## config.mk

```make
export PLATFORM = sky130hd
export DESIGN_NAME = fetch_decode
export DESIGN_NICKNAME = d
export VERILOG_FILES = /design/src/rtl/cpu15_pkg.sv /design/src/rtl/fd_sequencer.sv /design/src/rtl/fetch_decode.sv
export SDC_FILE = /design/constraint.sdc
export NUM_CORES = 1
export LEC_CHECK = 0
export BUFFER_PORTS_ARGS = -buffer_cell sky130_fd_sc_hd__buf_2
export CELL_PAD_IN_SITES_DETAIL_PLACEMENT = 0
export CELL_PAD_IN_SITES_GLOBAL_PLACEMENT = 2
export CORE_MARGIN = 2
export CORE_UTILIZATION = 30
export DETAILED_ROUTE_END_ITERATION = 8
export HOLD_SLACK_MARGIN = 0.1
export PLACE_DENSITY = 0.84
export SLEW_MARGIN = 25
export SYNTH_ARGS = -nofsm -noshare
export SYNTH_HDL_FRONTEND = slang
export SYNTH_SLANG_ARGS = --single-unit
```

## constraint.sdc

```tcl
create_clock -name CLK -period 2.05 [get_ports CLK]
set_clock_uncertainty 0.15 [all_clocks]
set_input_delay 0.205 -clock CLK [delete_from_list [all_inputs] [get_ports CLK]]
set_output_delay 0.205 -clock CLK [all_outputs]
set_load 0.05 [all_outputs]
```

## src/rtl/cpu15_pkg.sv

```systemverilog
// cpu15 shared definitions: opcodes, sequencer
// states and the 15-bit instruction field layout.
package cpu15_pkg;

  localparam int INSN_W = 15;

  localparam int OP_HI  = 14;
  localparam int OP_LO  = 11;
  localparam int RA_HI  = 10;
  localparam int RA_LO  = 8;
  localparam int RB_HI  = 7;
  localparam int RB_LO  = 5;
  localparam int IMM_HI = 7;
  localparam int IMM_LO = 0;

  localparam logic [3:0] OP_MOV = 4'h0;
  localparam logic [3:0] OP_ADD = 4'h1;
  localparam logic [3:0] OP_SUB = 4'h2;
  localparam logic [3:0] OP_AND = 4'h3;
  localparam logic [3:0] OP_OR  = 4'h4;
  localparam logic [3:0] OP_SL  = 4'h5;
  localparam logic [3:0] OP_SR  = 4'h6;
  localparam logic [3:0] OP_SRA = 4'h7;
  localparam logic [3:0] OP_LDL = 4'h8;
  localparam logic [3:0] OP_LDH = 4'h9;
  localparam logic [3:0] OP_CMP = 4'hA;
  localparam logic [3:0] OP_JE  = 4'hB;
  localparam logic [3:0] OP_JMP = 4'hC;
  localparam logic [3:0] OP_LD  = 4'hD;
  localparam logic [3:0] OP_ST  = 4'hE;
  localparam logic [3:0] OP_HLT = 4'hF;

  // IR after reset decodes as HLT so exec stays inert
  localparam logic [INSN_W-1:0] IR_RST =
    {OP_HLT, 11'h000};

  typedef enum logic [2:0] {
    S_FETCH,
    S_DECODE,
    S_EXEC,
    S_WB,
    S_HALT
  } fd_state_e;

  function automatic logic is_mem_op(
    input logic [3:0] op
  );
    return (op == OP_LD) || (op == OP_ST);
  endfunction

endpackage

```

## src/rtl/fd_sequencer.sv

```systemverilog
// cpu15 phase sequencer: FETCH/DECODE/EXEC/WB/HALT
// with ROM-latency wait and one-cycle phase strobes.
module fd_sequencer
  import cpu15_pkg::*;
#(
  parameter int ROM_LAT = 1
) (
  input  logic i_clk,
  input  logic i_rst,
  input  logic i_hlt_op,
  output logic o_load_pc,
  output logic o_latch_ir,
  output logic o_ex_en,
  output logic o_wb_en,
  output logic o_halted
);

  localparam logic [1:0] LAT_LAST =
    2'(ROM_LAT - 1);

  fd_state_e  r_state;
  fd_state_e  w_state_nx;
  logic [1:0] r_lat_cnt;
  logic [1:0] w_lat_cnt_nx;

  // phase state and ROM wait counter
  always_ff @(posedge i_clk or posedge i_rst) begin
    if (i_rst) begin
      r_state   <= S_FETCH;
      r_lat_cnt <= '0;
    end else begin
      r_state   <= w_state_nx;
      r_lat_cnt <= w_lat_cnt_nx;
    end
  end

  // next phase and the strobes owned by each phase
  always_comb begin
    w_state_nx   = r_state;
    w_lat_cnt_nx = r_lat_cnt;
    o_load_pc    = 1'b0;
    o_latch_ir   = 1'b0;
    o_ex_en      = 1'b0;
    o_wb_en      = 1'b0;
    o_halted     = 1'b0;
    unique case (r_state)
      S_FETCH: begin
        if (r_lat_cnt == LAT_LAST) begin
          w_lat_cnt_nx = '0;
          w_state_nx   = S_DECODE;
        end else begin
          w_lat_cnt_nx = r_lat_cnt + 2'd1;
        end
      end
      S_DECODE: begin
        o_latch_ir = 1'b1;
        w_state_nx = S_EXEC;
      end
      S_EXEC: begin
        o_ex_en    = 1'b1;
        w_state_nx = S_WB;
      end
      S_WB: begin
        o_wb_en = 1'b1;
        if (i_hlt_op) begin
          w_state_nx = S_HALT;
        end else begin
          o_load_pc  = 1'b1;
          w_state_nx = S_FETCH;
        end
      end
      S_HALT: begin
        o_halted = 1'b1;
      end
      default: begin
        w_state_nx   = S_FETCH;
        w_lat_cnt_nx = '0;
      end
    endcase
  end

endmodule

```

## src/rtl/fetch_decode.sv

```systemverilog
// cpu15 front end: ROM address, instruction
// register, field decode and LD/ST RAM address.
module fetch_decode
  import cpu15_pkg::*;
#(
  parameter int ROM_LAT = 1,
  parameter int PC_W    = 8
) (
  input  logic              CLK,
  input  logic              RESET,
  input  logic [PC_W-1:0]   P_COUNT,
  output logic [PC_W-1:0]   ROM_ADDR,
  input  logic [INSN_W-1:0] ROM_DATA,
  output logic [3:0]        OP_CODE,
  output logic [2:0]        REG_A_SEL,
  output logic [2:0]        REG_B_SEL,
  output logic [7:0]        OP_DATA,
  output logic [7:0]        RAM_ADDR,
  output logic              EX_EN,
  output logic              WB_EN,
  output logic              HALTED
);

  logic [INSN_W-1:0] r_ir;
  logic [PC_W-1:0]   r_rom_addr;
  logic [7:0]        r_ram_addr;
  logic              w_load_pc;
  logic              w_latch_ir;
  logic              w_hlt_op;
  logic [3:0]        w_rom_op;

  assign w_rom_op = ROM_DATA[OP_HI:OP_LO];
  assign w_hlt_op = r_ir[OP_HI:OP_LO] == OP_HLT;

  fd_sequencer #(
    .ROM_LAT (ROM_LAT)
  ) u_seq (
    .i_clk      (CLK),
    .i_rst      (RESET),
    .i_hlt_op   (w_hlt_op),
    .o_load_pc  (w_load_pc),
    .o_latch_ir (w_latch_ir),
    .o_ex_en    (EX_EN),
    .o_wb_en    (WB_EN),
    .o_halted   (HALTED)
  );

  // PC sample on entry to FETCH; IR and RAM address in DECODE
  always_ff @(posedge CLK or posedge RESET) begin
    if (RESET) begin
      r_rom_addr <= '0;
      r_ir       <= IR_RST;
      r_ram_addr <= '0;
    end else begin
      if (w_load_pc) begin
        r_rom_addr <= P_COUNT;
      end
      if (w_latch_ir) begin
        r_ir <= ROM_DATA;
        if (is_mem_op(w_rom_op)) begin
          r_ram_addr <= ROM_DATA[IMM_HI:IMM_LO];
        end
      end
    end
  end

  assign ROM_ADDR  = r_rom_addr;
  assign OP_CODE   = r_ir[OP_HI:OP_LO];
  assign REG_A_SEL = r_ir[RA_HI:RA_LO];
  assign REG_B_SEL = r_ir[RB_HI:RB_LO];
  assign OP_DATA   = r_ir[IMM_HI:IMM_LO];
  assign RAM_ADDR  = r_ram_addr;

endmodule

```

==> results.py, run 1 <==
metrics = {
    "layout": {
        "final_nets": 213,
        "diodes": 0,
        "layout_commonest_cell": "buf_2",
        "mostFrequentLayoutCells": "buf_2 (61), dfrtp_1 (32), dlygate4sd3_1 (24)",
        "instances_no_fill": 254,
        "area_growth_pct": 47.2,
        "drive_gt1_share_pct": 52.9,
    },
    "global_route": {
        "first_global_vias": 1157,
        "overflow": 0,
        "grt_pass1_wl_um": 5080,
        "grt_antenna_before_repair": 0,
        "gr-usage-all-layers_pct": 12.6,
        "grt_start_max_net_pins": 37,
    },
    "routing": {
        "highest_layer": "met4",
        "drt_wl_total_um": 3200,
        "post_drt_wl_per_cell_um": 12.6,
        "drt-met1-wl_um": 1220,
        "drtIter0Drc": 12,
        "antenna_left": 0,
        "via_count": 1053,
        "vias_per_cell": 4.15,
        "wl_met3_um": 125,
        "dr_wl_met2_um": 1810,
        "firstDrtPassIters": 3,
        "drc": 0,
    },
    "critical_path": {
        "r2r_cells": 3,
        "regToRegStartpoint": "u_seq.r_state[2]",
        "end_kind": "output port",
        "cp_num_buf_inv": 1,
        "critPathRequiredTime_ns": 1.69,
        "critPathLaunchType": "register",
        "critPathArrivalTime_ns": 1.50,
        "critical-path-top-delay-family": "simple AND/OR/NAND/NOR gates",
        "max_stage_delay_ns": 0.44,
        "path_class": "register to output port",
        "slowest_stage": "dfrtp_1",
        "path_max_fanout": 5,
        "r2r_end": "RAM_ADDR[6]",
        "rrSetupSlack_ns": 0.23,
        "cp_cell_sequence": "nor2_1 -> and2_1 -> buf_2",
    },
    "synth": {
        "synth_area_leaders": "dfrtp_1 (54%), mux2_2 (18%), dfstp_2 (7.1%), mux2_1 (6.1%), buf_4 (2.5%)",
        "synth_top_area_share_pct": 54.3,
        "yosys.area.top_type": "dfrtp_1",
        "synth_cell_types": 24,
        "syn_area_mm2": 0.00148,
        "netlist_instances": 98,
        "ys_seq_area_share_pct": 61.4,
        "syn-num-nets": 125,
        "syn_area_per_cell_um2": 15.1,
        "ys_ff_latch": 36,
        "yosysWarningCount": 0,
    },
    "worst_hold_path": {
        "holdPathStages": 1,
        "hp-start": "RAM_ADDR[3]",
        "hold_path_end": "RAM_ADDR[3]",
        "min_path_type": "register to register",
    },
    "timing": {
        "slew_viol_final": 0,
        "layout_worst_path_cycle_share_pct": 90.5,
        "max_freq_mhz": 539,
        "rsz0062_at_grt": "false",
        "hold_viol": 0,
        "worstMarginPinSlew_ns": 0.439,
        "period_minus_slack_ns": 1.86,
        "setup_tns_ns": 0,
        "slew_headroom_pct": 70.7,
        "fin_hold_ws_ns": 0.335,
        "finalSetupViolations": 0,
    },
    "clocking": {
        "clock_tree.root_cell": "clkbuf_8",
        "path_clk_slew_ns": 0.07,
        "cts-htree-levels": 2,
        "cts_setup_buffers": 0,
        "insertion_delay_ns": 0.28,
        "cts_made_buffers": 5,
        "cts.sinks": 36,
        "cts.path.max_buffers": 2,
        "cts_tree": "done",
    },
    "die": {
        "die_w_um": 74.1,
        "start_util_pct": 31.2,
        "ios": 62,
        "num_rows": 25,
        "die-area_mm2": 0.00549,
        "core_area_mm2": 0.00472,
        "die-height_um": 74.1,
    },
    "place": {
        "place_hpwl_um": 2200,
        "routabilityCongestion": 0.730,
        "port_buffers": 61,
        "dp.cells": 222,
    },
    "status": {
        "status": "completed",
    },
    "run": {
        "drv_cap": 0,
    },
}
synth_stat cells (all sizes together):
master and instances:
dfrtp 32, mux2 31, buf 6, dfstp 4, inv 3, ha 2
nand2b 2, nor2 2, nor3b 2, o21ai 2, xor2 2, and2 1
and3b 1, and4 1, mux2i 1, nand2 1, nand3 1, nand3b 1
nand4 1, nor3 1, or2 1
logic make-up (layout without fill, tap and decap cells):
| family | Yosys count | count (layout) | synth area share [%] |
|---|---|---|---|
| buf+inv | 9 | 98 | 3.65 |
| simple gates | 15 | 15 | 7.04 |
| flops | 36 | 36 | 61.4 |
| compound gates | 2 | 2 | 0.679 |
| mux | 32 | 32 | 24.3 |
| fa+ha+maj | 2 | 2 | 1.70 |
| xor+xnor | 2 | 2 | 1.19 |
worst reg2reg max path, stage by stage (launching register included):
cell and delay [ns]:
dfrtp_1 0.50, nor3b_4 0.23, and4_1 0.45, mux2_1 0.37
worst max-delay path by stage:
stage,cells past startpoint,slack [ns],from,endpoint
floorplan,4,0.11,u_seq.r_state[2],ROM_ADDR[0]
global placement,3,0.31,u_seq.r_state[2],RAM_ADDR[5]
detailed placement,3,0.23,u_seq.r_state[2],RAM_ADDR[6]
CTS,3,0.17,u_seq.r_state[1],HALTED
global route,3,0.08,u_seq.r_state[1],HALTED
finish,3,0.19,u_seq.r_state[1],HALTED
sequential cells by signal (all words and copies together) (netlist names):
name / cells
u_seq.r_lat_cnt: 2
RAM_ADDR: 8
r_ir: 15
ROM_ADDR: 8
u_seq.r_state: 3
layer usage:
metal	global-route usage, %	vias to the layer above
li1	-	511
met1	12.6	509
met2	23.8	29
met3	3.66	4
met4	6.06	0
met5	0	-
cell type report:
cell class	instances	area, um2
sequential	36	906
fill	446	2550
timing repair buffer	87	561
tap	67	83.8
multi-input combinational	53	520
clock buffer	8	90.1
inverter	3	11.3
stage by stage:
stage | setup WS, ns | utilization (%) | instance area [um2]
2_1_floorplan | 0.108 | - | 1480
3_3_place_gp | 0.306 | 39.0 | 1840
3_5_place_dp | 0.231 | 39.0 | 1840
4_1_cts | 0.169 | 46.0 | 2170
5_1_grt | 0.0764 | 46.0 | 2170
6_report | 0.194 | 46.0 | 2170
what timing repair did:
| item | CTS | global route |
|---|---|---|
| hold buffers | 24 | 0 |
| gates resized for setup | 0 | 0 |
| endpoints found under the hold margin | 63 | 0 |
Power of run 1 is left out: the tool's default activity adds up to more than one toggle a clock period on the data nets, which glitch-free logic cannot reach.
==> run 2: changes to the inputs <==
Settings changed: CELL_PAD_IN_SITES_DETAIL_PLACEMENT 0 to unset, CELL_PAD_IN_SITES_GLOBAL_PLACEMENT 2 to unset, CORE_UTILIZATION 30 to 46, PLACE_DENSITY 0.84 to 0.83.
==> run 2 against run 1 <==
Effect of this change:
- register-to-register slack hardly changed
- hold slack better by 0.019 ns
- clock-buffer cell count is 1 lower
- maximum frequency is 2.5% lower
- core utilization is 23 points higher
- non-clock buffer count stayed put
- die area is 33% lower
- sequential cell count stayed put
- via count is 1.9% higher
- critical path depth stayed put
- largest cell class unchanged
==> results.py, run 2 (synthesized netlist as in run 1, its figures left out) <==
metrics = {
    "status": {
        "status": "completed",
    },
    "global_route": {
        "overflow": 0,
        "first_global_vias": 1124,
        "grt_start_max_net_pins": 37,
        "grt_pass1_wl_um": 5180,
        "gr-usage-all-layers_pct": 20.0,
        "grt_antenna_before_repair": 0,
    },
    "layout": {
        "area_growth_pct": 43.4,
        "final_nets": 213,
        "mostFrequentLayoutCells": "buf_2 (61), dfrtp_1 (32), dlygate4sd3_1 (24)",
        "layout_commonest_cell": "buf_2",
        "regMostFlops": "r_ir",
        "diodes": 0,
        "fin_area_mm2": 0.00212,
        "drive_gt1_share_pct": 53.5,
        "largest_register_ffs": 15,
    },
    "die": {
        "die-area_mm2": 0.00368,
        "die-height_um": 60.6,
        "num_rows": 20,
        "die_w_um": 60.6,
        "core_area_mm2": 0.00305,
        "ios": 62,
        "start_util_pct": 48.3,
    },
    "timing": {
        "period_minus_slack_ns": 1.90,
        "max_freq_mhz": 525,
        "slew_viol_final": 0,
        "slew_headroom_pct": 71.1,
        "layout_worst_path_cycle_share_pct": 92.9,
        "worstMarginPinSlew_ns": 0.434,
        "hold_viol": 0,
        "finalSetupViolations": 0,
        "rsz0062_at_grt": "false",
        "setup_tns_ns": 0,
    },
    "routing": {
        "drc": 0,
        "antenna_left": 0,
        "drtIter0Drc": 19,
        "firstDrtPassIters": 4,
        "drt_wl_total_um": 3290,
        "via_count": 1073,
        "post_drt_wl_per_cell_um": 14.2,
        "vias_per_cell": 4.65,
    },
    "clocking": {
        "insertion_delay_ns": 0.33,
        "cts_setup_buffers": 0,
        "cts.sinks": 36,
        "cts-resized-gates": 0,
        "clock_tree.root_cell": "clkbuf_4",
        "cts-htree-levels": 2,
        "cts.path.max_buffers": 2,
        "cts_tree": "done",
        "cts_made_buffers": 5,
        "path_clk_slew_ns": 0.11,
    },
    "worst_hold_path": {
        "min_path_type": "register to register",
        "holdPathStages": 1,
        "hp-start": "RAM_ADDR[0]",
        "hold_path_end": "RAM_ADDR[0]",
    },
    "critical_path": {
        "rrSetupSlack_ns": 0.24,
        "critPathRequiredTime_ns": 1.69,
        "regToRegStartpoint": "u_seq.r_state[2]",
        "r2r_cells": 3,
        "path_class": "register to output port",
        "critPathLaunchType": "register",
        "r2r_end": "RAM_ADDR[2]",
        "critPathArrivalTime_ns": 1.55,
        "end_kind": "output port",
        "path_max_fanout": 5,
    },
    "place": {
        "place_hpwl_um": 2130,
        "port_buffers": 61,
        "routabilityCongestion": 0.748,
        "dpl-instance-area_mm2": 0.00181,
    },
    "run": {
        "drv_cap": 0,
    },
}
-- run 2: area by class of cell --
type | instances | area (um2)
multi-input combinational | 53 | 520
timing repair buffer | 87 | 561
fill | 233 | 937
clock buffer | 7 | 55.1
clock inverter | 1 | 7.51
inverter | 3 | 11.3
sequential | 36 | 906
tap | 44 | 55.1
-- run 2: per-layer routing --
metal	GRT usage (%)	part of all wire, %
met1	23.1	38
met2	35.5	56
met3	4.26	4.1
met4	9.32	1.8
met5	0	0
-- run 2: worst max-delay path by stage --
stage                          start  slack [ns]  cells past startpoint          end
floorplan           u_seq.r_state[2]        0.11                      4  ROM_ADDR[0]
global route        u_seq.r_state[1]        0.03                      3       HALTED
CTS                 u_seq.r_state[0]        0.12                      3       HALTED
finish              u_seq.r_state[1]        0.15                      3       HALTED
global placement    u_seq.r_state[2]        0.32                      3  RAM_ADDR[4]
detailed placement  u_seq.r_state[2]        0.25                      3  RAM_ADDR[2]
-- run 2: what timing repair did --
action	4_1_cts	5_1_grt
hold endpoints to repair	63	0
setup endpoints to repair	0	0
hold buffers	24	0
-- run 2: worst max-delay path, stage by stage, from the launching register on --
cell	delay (ns)
dfrtp_1	0.45
nor2_1	0.31
and2_1	0.20
buf_2	0.27
-- run 2: per-stage QoR --
step           setup slack, ns  utilization (%)  instances  hold WS, ns
5_1_grt                 0.0346             69.3        231        0.380
3_3_place_gp             0.324             59.4        199        0.170
6_report                 0.146             69.3        231        0.354
4_1_cts                  0.123             69.3        231        0.354
2_1_floorplan            0.108                -         98        0.190
3_5_place_dp             0.253             59.4        199        0.179
Power of run 2 is left out for the same reason.
==> run 3: changes to the inputs <==
Settings changed: CORE_UTILIZATION 46 to 50, PLACE_DENSITY 0.83 to 0.89.
Clock period 2.05 ns to 2.4 ns, I/O delays scaled along.
==> run 3 against run 2 <==
Effect of this change:
- via count is 4.5% higher
- final area is 1.0% lower
- sequential cell count unchanged
- worst setup slack improved by 0.30 ns
- final cell count down 5.6%
- first-iteration DRC count increased by 11%
- clock-buffer cell count is the same
- sequential share of layout area increased by 0.43 points
==> results.py, run 3 (synthesized netlist as in run 1, its figures left out) <==
metrics = {
    "timing": {
        "slew_headroom_pct": 70.3,
        "rsz0062_at_grt": "false",
        "slew_viol_final": 0,
        "finalSetupViolations": 0,
        "period_minus_slack_ns": 1.96,
        "layout_worst_path_cycle_share_pct": 81.5,
        "hold_viol": 0,
        "setup_tns_ns": 0,
        "worstMarginPinSlew_ns": 0.445,
        "max_freq_mhz": 511,
    },
    "layout": {
        "fin_area_mm2": 0.00209,
        "area_growth_pct": 42.0,
        "final-seq-area_um2": 906,
        "mostFrequentLayoutCells": "buf_2 (61), dfrtp_1 (32), dlygate4sd3_1 (24)",
        "multi_input_area_um2": 515,
        "drive_gt1_share_pct": 52.9,
        "final_nets": 213,
        "largest_register_ffs": 15,
        "layout_commonest_cell": "buf_2",
        "regMostFlops": "r_ir",
        "fillers": 182,
        "diodes": 0,
    },
    "critical_path": {
        "rrSetupSlack_ns": 0.58,
        "critPathArrivalTime_ns": 1.57,
        "r2r_cells": 3,
        "path_max_fanout": 5,
        "critical-path-top-delay-family": "simple AND/OR/NAND/NOR gates",
        "cp-startpoint": "u_seq.r_state[1]",
        "cp_num_buf_inv": 1,
        "path_class": "register to output port",
        "max_stage_delay_ns": 0.44,
        "critPathLaunchType": "register",
        "slowest_stage": "dfrtp_1",
        "end_kind": "output port",
        "cp_cell_sequence": "nor2_1 -> and2_1 -> buf_2",
        "r2r_end": "RAM_ADDR[0]",
        "critPathRequiredTime_ns": 2.01,
        "regToRegStartpoint": "u_seq.r_state[2]",
    },
    "routing": {
        "antenna_left": 0,
        "firstDrtPassIters": 4,
        "vias_per_cell": 5.14,
        "drtIter0Drc": 21,
        "drt_wl_total_um": 3480,
        "via_count": 1121,
        "post_drt_wl_per_cell_um": 15.9,
        "drc": 0,
    },
    "place": {
        "port_buffers": 61,
        "routabilityCongestion": 0.736,
        "dpl-instance-area_mm2": 0.00179,
        "place_hpwl_um": 2230,
    },
    "global_route": {
        "grt_pass1_wl_um": 5450,
        "grt_antenna_before_repair": 0,
        "first_global_vias": 1172,
        "gr-usage-all-layers_pct": 22.6,
        "overflow": 0,
        "grt_start_max_net_pins": 37,
    },
    "clocking": {
        "cts.path.max_buffers": 2,
        "insertion_delay_ns": 0.35,
        "cts-resized-gates": 0,
        "path_clk_slew_ns": 0.12,
        "cts_made_buffers": 5,
        "clock_tree.root_cell": "clkbuf_4",
        "cts-htree-levels": 2,
        "cts.sinks": 36,
        "cts_tree": "done",
    },
    "worst_hold_path": {
        "holdPathStages": 1,
        "hp-start": "RAM_ADDR[5]",
        "min_path_type": "register to register",
        "hold_path_end": "RAM_ADDR[5]",
    },
    "die": {
        "num_rows": 19,
        "die-height_um": 58.3,
        "core_area_mm2": 0.00278,
        "die_w_um": 58.3,
        "ios": 62,
        "start_util_pct": 53.0,
        "die-area_mm2": 0.00340,
    },
    "status": {
        "status": "completed",
    },
    "run": {
        "drv_cap": 0,
    },
}
[run 3: cell types whose count changed in the layout (fill, tap and decap cells not counted)]
| cell | change |
|---|---|
| nor3b_1 | +1 |
| nor3b_2 | -1 |
[run 3: area by class of cell]
class                      instances  share of cell area, %
clock inverter                     1                  0.358
clock buffer                       7                   2.63
tap                               31                   1.85
sequential                        36                   43.2
multi-input combinational         53                   24.6
inverter                           3                  0.538
timing repair buffer              87                   26.8
[run 3: repair_timing]
item | in CTS | in global routing
buffers inserted | 0 | 0
hold endpoints to repair | 63 | 0
hold buffers | 24 | 0
[run 3: routing by layer]
layer	part of all wire (%)	wire length (um)	up-vias	GRT usage, %
li1	-	-	508	-
met1	36	1250	551	23.0
met2	55	1900	51	41.7
met3	5.9	206	11	5.05
met4	3.2	112	0	13.6
met5	0	0	-	0
[run 3: worst max-delay path by stage]
| stage | depth (start not counted) | slack, ns | to |
|---|---|---|---|
| floorplan | 3 | 0.22 | u_seq.r_state[1] |
| global placement | 3 | 0.69 | RAM_ADDR[0] |
| detailed placement | 3 | 0.60 | RAM_ADDR[0] |
| CTS | 3 | 0.44 | HALTED |
| global route | 3 | 0.31 | HALTED |
| finish | 3 | 0.44 | HALTED |
[run 3: metrics by stage]
stage | hold slack, ns | setup WS (ns) | util, % | std cells
floorplan | 0.225 | 0.220 | - | 98
global placement | 0.199 | 0.689 | 64.4 | 186
detailed placement | 0.213 | 0.603 | 64.4 | 186
CTS | 0.361 | 0.440 | 75.3 | 218
global route | 0.381 | 0.313 | 75.3 | 218
finish | 0.360 | 0.444 | 75.3 | 218
Power of run 3 is left out for the same reason.
